[src/rtl/manual_value_ctrl_pkg.sv]
// Shared definitions for the manual value control: button FSM encoding
// and a width helper used to size the debounce and hold counters.
package manual_ctrl_pkg;

  typedef enum logic [1:0] {
    ST_IDLE    = 2'd0,
    ST_PRESSED = 2'd1,
    ST_REPEAT  = 2'd2
  } btn_state_t;

  // Smallest r with 2**r >= v (0 for v <= 1).
  function automatic int clog2(input longint v);
    int     r;
    longint t;
    r = 0;
    t = 1;
    while (t < v) begin
      t = t << 1;
      r = r + 1;
    end
    return r;
  endfunction

endpackage

[src/rtl/manual_value_ctrl_button_debounce.sv]
// One push-button path: 2-FF synchroniser (inverting to active-high),
// consecutive-cycle debounce, and an IDLE/PRESSED/REPEAT FSM that issues
// one-cycle step requests on press and during auto-repeat.
module button_debounce
  import manual_ctrl_pkg::*;
#(
  parameter int DEBOUNCE_CYC  = 50000,
  parameter int REPEAT_DELAY  = 25000000,
  parameter int REPEAT_PERIOD = 5000000
) (
  input  logic i_clock,
  input  logic i_reset,
  input  logic i_button,
  output logic o_request
);

  localparam int DB_W_RAW = clog2(longint'(DEBOUNCE_CYC) + 1);
  localparam int DB_W     = (DB_W_RAW < 1) ? 1 : DB_W_RAW;
  localparam int HOLD_MAX = (REPEAT_DELAY > REPEAT_PERIOD) ? REPEAT_DELAY : REPEAT_PERIOD;
  localparam int HOLD_W_RAW = clog2(longint'(HOLD_MAX) + 1);
  localparam int HOLD_W   = (HOLD_W_RAW < 1) ? 1 : HOLD_W_RAW;

  localparam logic [DB_W-1:0]   DB_ONE   = DB_W'(1);
  localparam logic [DB_W-1:0]   DB_LAST  = DB_W'(DEBOUNCE_CYC - 1);
  localparam logic [HOLD_W-1:0] HOLD_ONE = HOLD_W'(1);
  localparam logic [HOLD_W-1:0] DELAY_V  = HOLD_W'(REPEAT_DELAY);
  localparam logic [HOLD_W-1:0] PERIOD_V = HOLD_W'(REPEAT_PERIOD);

  logic              meta_p0;
  logic              sync_p1;
  logic              deb_q;
  logic [DB_W-1:0]   db_cnt;
  btn_state_t        state_q, state_nxt;
  logic [HOLD_W-1:0] hold_cnt, hold_nxt;

  // Two-stage synchroniser; the pin is active-low, stored pressed = 1.
  always_ff @(posedge i_clock or posedge i_reset) begin
    if (i_reset) begin
      meta_p0 <= 1'b0;
      sync_p1 <= 1'b0;
    end else begin
      meta_p0 <= ~i_button;
      sync_p1 <= meta_p0;
    end
  end

  // Accept a new level only after DEBOUNCE_CYC consecutive differing samples.
  always_ff @(posedge i_clock or posedge i_reset) begin
    if (i_reset) begin
      deb_q  <= 1'b0;
      db_cnt <= '0;
    end else if (sync_p1 != deb_q) begin
      if (db_cnt == DB_LAST) begin
        deb_q  <= sync_p1;
        db_cnt <= '0;
      end else begin
        db_cnt <= db_cnt + DB_ONE;
      end
    end else begin
      db_cnt <= '0;
    end
  end

  // FSM state and hold/repeat counter register.
  always_ff @(posedge i_clock or posedge i_reset) begin
    if (i_reset) begin
      state_q  <= ST_IDLE;
      hold_cnt <= '0;
    end else begin
      state_q  <= state_nxt;
      hold_cnt <= hold_nxt;
    end
  end

  // Next state, counter and request; the counter holds cycles since the
  // last request so a compare against the delay/period fires the next one.
  always_comb begin
    state_nxt = state_q;
    hold_nxt  = hold_cnt;
    o_request = 1'b0;
    case (state_q)
      ST_IDLE: begin
        hold_nxt = '0;
        if (deb_q) begin
          state_nxt = ST_PRESSED;
          hold_nxt  = HOLD_ONE;
          o_request = 1'b1;
        end
      end
      ST_PRESSED: begin
        if (!deb_q) begin
          state_nxt = ST_IDLE;
          hold_nxt  = '0;
        end else if (REPEAT_DELAY != 0) begin
          if (hold_cnt == DELAY_V) begin
            state_nxt = ST_REPEAT;
            hold_nxt  = HOLD_ONE;
            o_request = 1'b1;
          end else begin
            hold_nxt = hold_cnt + HOLD_ONE;
          end
        end
      end
      ST_REPEAT: begin
        if (!deb_q) begin
          state_nxt = ST_IDLE;
          hold_nxt  = '0;
        end else if (hold_cnt == PERIOD_V) begin
          hold_nxt  = HOLD_ONE;
          o_request = 1'b1;
        end else begin
          hold_nxt = hold_cnt + HOLD_ONE;
        end
      end
      default: begin
        state_nxt = ST_IDLE;
        hold_nxt  = '0;
      end
    endcase
  end

endmodule

[src/rtl/manual_value_ctrl.sv]
// Two active-low buttons drive a bounded signed value: each button has its
// own debounce/repeat path, simultaneous requests cancel, and steps past a
// bound either wrap to the other bound or saturate.
module manual_value_ctrl
  import manual_ctrl_pkg::*;
#(
  parameter int WIDTH         = 16,
  parameter int MIN           = 30,
  parameter int MAX           = 180,
  parameter int V0            = 180,
  parameter int STEP          = 5,
  parameter int WRAP          = 1,
  parameter int DEBOUNCE_CYC  = 50000,
  parameter int REPEAT_DELAY  = 25000000,
  parameter int REPEAT_PERIOD = 5000000
) (
  input  logic             i_clock,
  input  logic             i_reset,
  input  logic             i_increase,
  input  logic             i_decrease,
  output logic [WIDTH-1:0] o_value,
  output logic             o_step,
  output logic             o_at_min,
  output logic             o_at_max
);

  localparam int EXT_W = WIDTH + 1;

  localparam logic signed [WIDTH-1:0] MIN_V  = WIDTH'(MIN);
  localparam logic signed [WIDTH-1:0] MAX_V  = WIDTH'(MAX);
  localparam logic signed [WIDTH-1:0] V0_V   = WIDTH'(V0);
  localparam logic signed [EXT_W-1:0] MIN_X  = EXT_W'(MIN);
  localparam logic signed [EXT_W-1:0] MAX_X  = EXT_W'(MAX);
  localparam logic signed [EXT_W-1:0] STEP_X = EXT_W'(STEP);

  logic                    req_up_p0;
  logic                    req_dn_p0;
  logic signed [WIDTH-1:0] value_p1;
  logic signed [WIDTH-1:0] next_value;
  logic                    step_p1;
  logic signed [EXT_W-1:0] value_x;
  logic signed [EXT_W-1:0] up_sum;
  logic signed [EXT_W-1:0] dn_sum;

  // Resolve an upward step that may have crossed MAX.
  function automatic logic signed [WIDTH-1:0] bound_up(input logic signed [EXT_W-1:0] sum);
    if (sum > MAX_X) begin
      if (WRAP != 0) bound_up = MIN_V;
      else           bound_up = MAX_V;
    end else begin
      bound_up = sum[WIDTH-1:0];
    end
  endfunction

  // Resolve a downward step that may have crossed MIN.
  function automatic logic signed [WIDTH-1:0] bound_dn(input logic signed [EXT_W-1:0] sum);
    if (sum < MIN_X) begin
      if (WRAP != 0) bound_dn = MAX_V;
      else           bound_dn = MIN_V;
    end else begin
      bound_dn = sum[WIDTH-1:0];
    end
  endfunction

  button_debounce #(
    .DEBOUNCE_CYC (DEBOUNCE_CYC),
    .REPEAT_DELAY (REPEAT_DELAY),
    .REPEAT_PERIOD(REPEAT_PERIOD)
  ) u_up (
    .i_clock  (i_clock),
    .i_reset  (i_reset),
    .i_button (i_increase),
    .o_request(req_up_p0)
  );

  button_debounce #(
    .DEBOUNCE_CYC (DEBOUNCE_CYC),
    .REPEAT_DELAY (REPEAT_DELAY),
    .REPEAT_PERIOD(REPEAT_PERIOD)
  ) u_dn (
    .i_clock  (i_clock),
    .i_reset  (i_reset),
    .i_button (i_decrease),
    .o_request(req_dn_p0)
  );

  // Sums are one bit wider than the value so they never overflow.
  assign value_x = {value_p1[WIDTH-1], value_p1};
  assign up_sum  = value_x + STEP_X;
  assign dn_sum  = value_x - STEP_X;

  // Single-direction request wins; both at once are dropped.
  always_comb begin
    next_value = value_p1;
    if (req_up_p0 && !req_dn_p0)      next_value = bound_up(up_sum);
    else if (req_dn_p0 && !req_up_p0) next_value = bound_dn(dn_sum);
  end

  // ---- stage p1: value register and change pulse ----
  always_ff @(posedge i_clock or posedge i_reset) begin
    if (i_reset) begin
      value_p1 <= V0_V;
      step_p1  <= 1'b0;
    end else begin
      value_p1 <= next_value;
      step_p1  <= (next_value != value_p1);
    end
  end

  assign o_value  = value_p1;
  assign o_step   = step_p1;
  assign o_at_min = (value_p1 == MIN_V);
  assign o_at_max = (value_p1 == MAX_V);

endmodule

[config.mk]
export PLATFORM = sky130hd
export DESIGN_NAME = manual_value_ctrl
export DESIGN_NICKNAME = d
export VERILOG_FILES = /design/src/rtl/manual_value_ctrl_pkg.sv /design/src/rtl/manual_value_ctrl_button_debounce.sv /design/src/rtl/manual_value_ctrl.sv
export SDC_FILE = /design/constraint.sdc
export NUM_CORES = 1
export LEC_CHECK = 0
export ABC_AREA = 1
export CELL_PAD_IN_SITES_DETAIL_PLACEMENT = 0
export CELL_PAD_IN_SITES_GLOBAL_PLACEMENT = 1
export CORE_MARGIN = 2
export CORE_UTILIZATION = 31
export DETAILED_ROUTE_END_ITERATION = 6
export GPL_TIMING_DRIVEN = 0
export HOLD_SLACK_MARGIN = 0.06
export PLACE_DENSITY = 0.65
export REMOVE_ABC_BUFFERS = 1
export SETUP_SLACK_MARGIN = 0.02
export SYNTH_ARGS = -nofsm -noshare
export SYNTH_HDL_FRONTEND = slang
export SYNTH_HIERARCHICAL = 1
export SYNTH_SLANG_ARGS = --single-unit
[constraint.sdc]
create_clock -name i_clock -period 2.4 [get_ports i_clock]
set_clock_uncertainty 0.15 [all_clocks]
set_input_delay 0.72 -clock i_clock [delete_from_list [all_inputs] [get_ports i_clock]]
set_output_delay 0.72 -clock i_clock [all_outputs]
set_load 0.02 [all_outputs]
==> impl_metrics.toml <==
[detailed_routing]
wl_per_cell_um = 13.3
vias = 7013
route.detailed.drc = 0
wl_mm = 20.3
ant_nets = 0
drtPass1Iterations = 7
routed_via_density = 4.58
drtIter0Drc = 314

[pwr]
sw_frac_of_total = 0.247
seqPwrFrac = 0.536
irDropWorstVdd_mv = 0.348
clkPwrFrac = 0.441
power.static_leakage_nw = 4.53
combPwrFrac = 0.023
p_switching_w = 0.000855
p_int_w = 0.00261
powerDensity_nw_per_um2 = 368

[critical_path]
start_kind = "flop"
worstRegToRegCells = 23
endpoint_kind = "flop"
critPathRequiredTime_ps = 2500
regToRegSetupSlack_ps = -570
regToRegStartpoint = "u_dn/hold_cnt[0]$_DFF_PP0_"
regToRegEndpoint = "o_step$_DFF_PP0_"
cp_max_fo = 5
arrival_ps = 3060
crit_type = "reg -> reg"

[synthesis]
ys_ff_latch = 109
syn_avg_cell_area_um2 = 6.85
synth_edf_count = 0
ys_warn_count = 6
seq_area_frac_synth = 0.351
yosys_most_used_dff = "dfrtp_1"
yosysUniqueCellTypes = 38
async_reset_ff_frac = 1.00
postSynthCellCount = 1135
syn_area_um2 = 7780

[timing]
hold_ws_ps = 235
timing.final.ws_setup_ps = -565
maxSlewViolCount = 0
setup_viol = 18
grt_setup_unrepaired = "true"
fin_crit_ps = 2970
worst_pin_slew_ps = 819
hold_viol = 0
max_freq_mhz = 337
finalCritPeriodShare = 1.24
max_slew_margin = 0.454

[min_path]
holdPathStages = 0
min_from = "u_up/meta_p0$_DFF_PP0_"
hp-class = "reg -> reg"
min_to = "u_up/sync_p1$_DFF_PP0_"

[global_routing]
grt_max_degree = 36
first_global_vias = 7014
antenna_found_initial = 0
grt_pass1_wl_mm = 35.1
grt_use_total = 0.163
grt_overflow = 0

[die]
dieArea_um2 = 26400
placementRows = 57
initial_core_util = 0.318
die_x_um = 162
ioPinCount = 23
core_um2 = 24500
dieHeight_um = 162

[cts]
clkLatencyLatePin_ps = 360
htreeDepth = 3
hold_buffers = 0
cts_buffers = 9
tritoncts = "yes"
cts.sinks = 109
cts_max_path_buffers = 2
cts_root_buf = "clkbuf_16"
path_clk_slew_ps = 80

[finish]
multiInputGateArea_um2 = 4600
layout_commonest_cell = "nand2_1"
seqCellArea_um2 = 2740
nNetsFinal = 1225
drive_gt1_frac = 0.195
diodes = 0
instances_no_fill = 1532
final_cell_mix = "290 x nand2_1, 181 x nor2_1, 128 x inv_1"
syn_to_final_growth_pct = 20.8
fillCellCount = 2603

[outcome]
violations = "negative setup slack"
status = "finished with violations"

[job]
maxCapViolCount = 0

[placement]
dp_hpwl_mm = 14.2
gp_congestion = 0.803
io_buffer_count = 22
dp_cells = 1459
-- layer usage --
layer	wire length (um)	global-route usage	vias up
met5	0	0	-
met4	172	0.0290	0
met3	532	0.0211	10
met2	9390	0.272	86
met1	10200	0.230	3258
li1	-	-	3659
-- final cells by class --
| class | instances | area share |
|---|---|---|
| multi-input cells | 855 | 0.490 |
| flip-flops and latches | 109 | 0.292 |
| repair buffers | 79 | 0.0837 |
| inverters | 149 | 0.0606 |
| well taps | 324 | 0.0431 |
| clock buffers | 10 | 0.0244 |
| clock inverters | 6 | 0.00666 |
-- sequential cells by signal, indices dropped and copies added, names as in the netlist, 2 cells and up --
name	cells
u_dn/hold_cnt	25
u_up/hold_cnt	25
o_value	16
u_dn/db_cnt	16
u_up/db_cnt	16
u_dn/state_q	2
u_up/state_q	2
-- stage by stage --
| stage | total power [W] | util | worst slack (ps) | instance area [um2] | TNS [ps] |
|---|---|---|---|---|---|
| after detailed placement | 0.00198 | 0.338 | -1610 | 8270 | -15180 |
| after global routing | 0.00360 | 0.384 | -868 | 9400 | -6350 |
| after CTS | 0.00354 | 0.378 | -563 | 9240 | -3400 |
| final | 0.00346 | 0.384 | -565 | 9400 | -2770 |
| after floorplan | 0.00194 | - | -948 | 7580 | -8720 |
| after global placement | 0.00197 | 0.336 | -2560 | 8210 | -100290 |
-- repair_timing --
item                       in CTS  in global routing
buffers inserted               54                 13
gates resized for setup        88                 56
cloned                          3                  0
pin swaps                      39                 34
setup endpoints to repair      34                 26
-- worst max path at each step --
| stage | from | to | cells past startpoint |
|---|---|---|---|
| floorplan | u_up/hold_cnt[0]$_DFF_PP0_ | o_step$_DFF_PP0_ | 21 |
| finish | u_dn/hold_cnt[0]$_DFF_PP0_ | o_step$_DFF_PP0_ | 23 |
| CTS | u_up/hold_cnt[1]$_DFF_PP0_ | o_step$_DFF_PP0_ | 23 |
| global placement | u_up/hold_cnt[0]$_DFF_PP0_ | o_step$_DFF_PP0_ | 21 |
| global route | u_up/hold_cnt[1]$_DFF_PP0_ | o_step$_DFF_PP0_ | 23 |
| detailed placement | u_dn/hold_cnt[0]$_DFF_PP0_ | o_step$_DFF_PP0_ | 22 |
-- power by group through the flow --
stage          Combinational [W]  Clock [W]  Sequential, W
6_report               0.0000805    0.00153        0.00185
5_1_grt                0.0000969    0.00165        0.00186
4_1_cts                0.0000868    0.00160        0.00185
3_5_place_dp           0.0000865          0        0.00189
3_3_place_gp           0.0000767          0        0.00189
2_1_floorplan          0.0000499          0        0.00189
-- critical path, cell delays in order (launching register included) --
cell,delay [ps]
dfrtp_1,390
inv_1,60
ha_2,160
inv_2,30
nor2_1,70
nand3_1,80
nor2_2,190
nand2_1,120
nand2_1,70
nand3b_1,110
a21oi_4,160
buf_12,150
nand2_8,80
buf_4,140
nor2_1,80
nand3_1,80
nand2_1,130
nand2_2,80
nand2_1,60
nand2_1,60
nor2_2,120
nand2_2,90
nor2_4,130
nand2_1,60
-- synthesized netlist by cell type (all sizes together), types with 3 or more instances --
| cell | count | area [um2] |
|---|---|---|
| nand2 | 344 | 1420 |
| nor3b | 6 | 45.0 |
| xnor2 | 11 | 96.3 |
| o211ai | 3 | 22.5 |
| nand3 | 95 | 500 |
| a21oi | 18 | 90.1 |
| clkbuf | 6 | 25.0 |
| o21ai | 22 | 110 |
| nor3 | 31 | 160 |
| nand4 | 16 | 106 |
| dfrtp | 105 | 2630 |
| dfstp | 4 | 105 |
| buf | 19 | 173 |
| nor2 | 223 | 977 |
| ha | 18 | 225 |
| inv | 148 | 556 |
| a31oi | 3 | 18.8 |
| xor2 | 44 | 385 |
| o21a | 6 | 45.0 |
| nand3b | 7 | 52.6 |
-- cell families after synthesis --
| group | share of synthesized area |
|---|---|
| adders and majority gates | 0.0289 |
| buffers and inverters | 0.0973 |
| AOI/OAI and AO/OA | 0.0384 |
| and+or+nand+nor | 0.422 |
| DFF | 0.351 |
| xor gates and xnor gates | 0.0619 |
No activity file was read; power rests on OpenSTA's default activity.
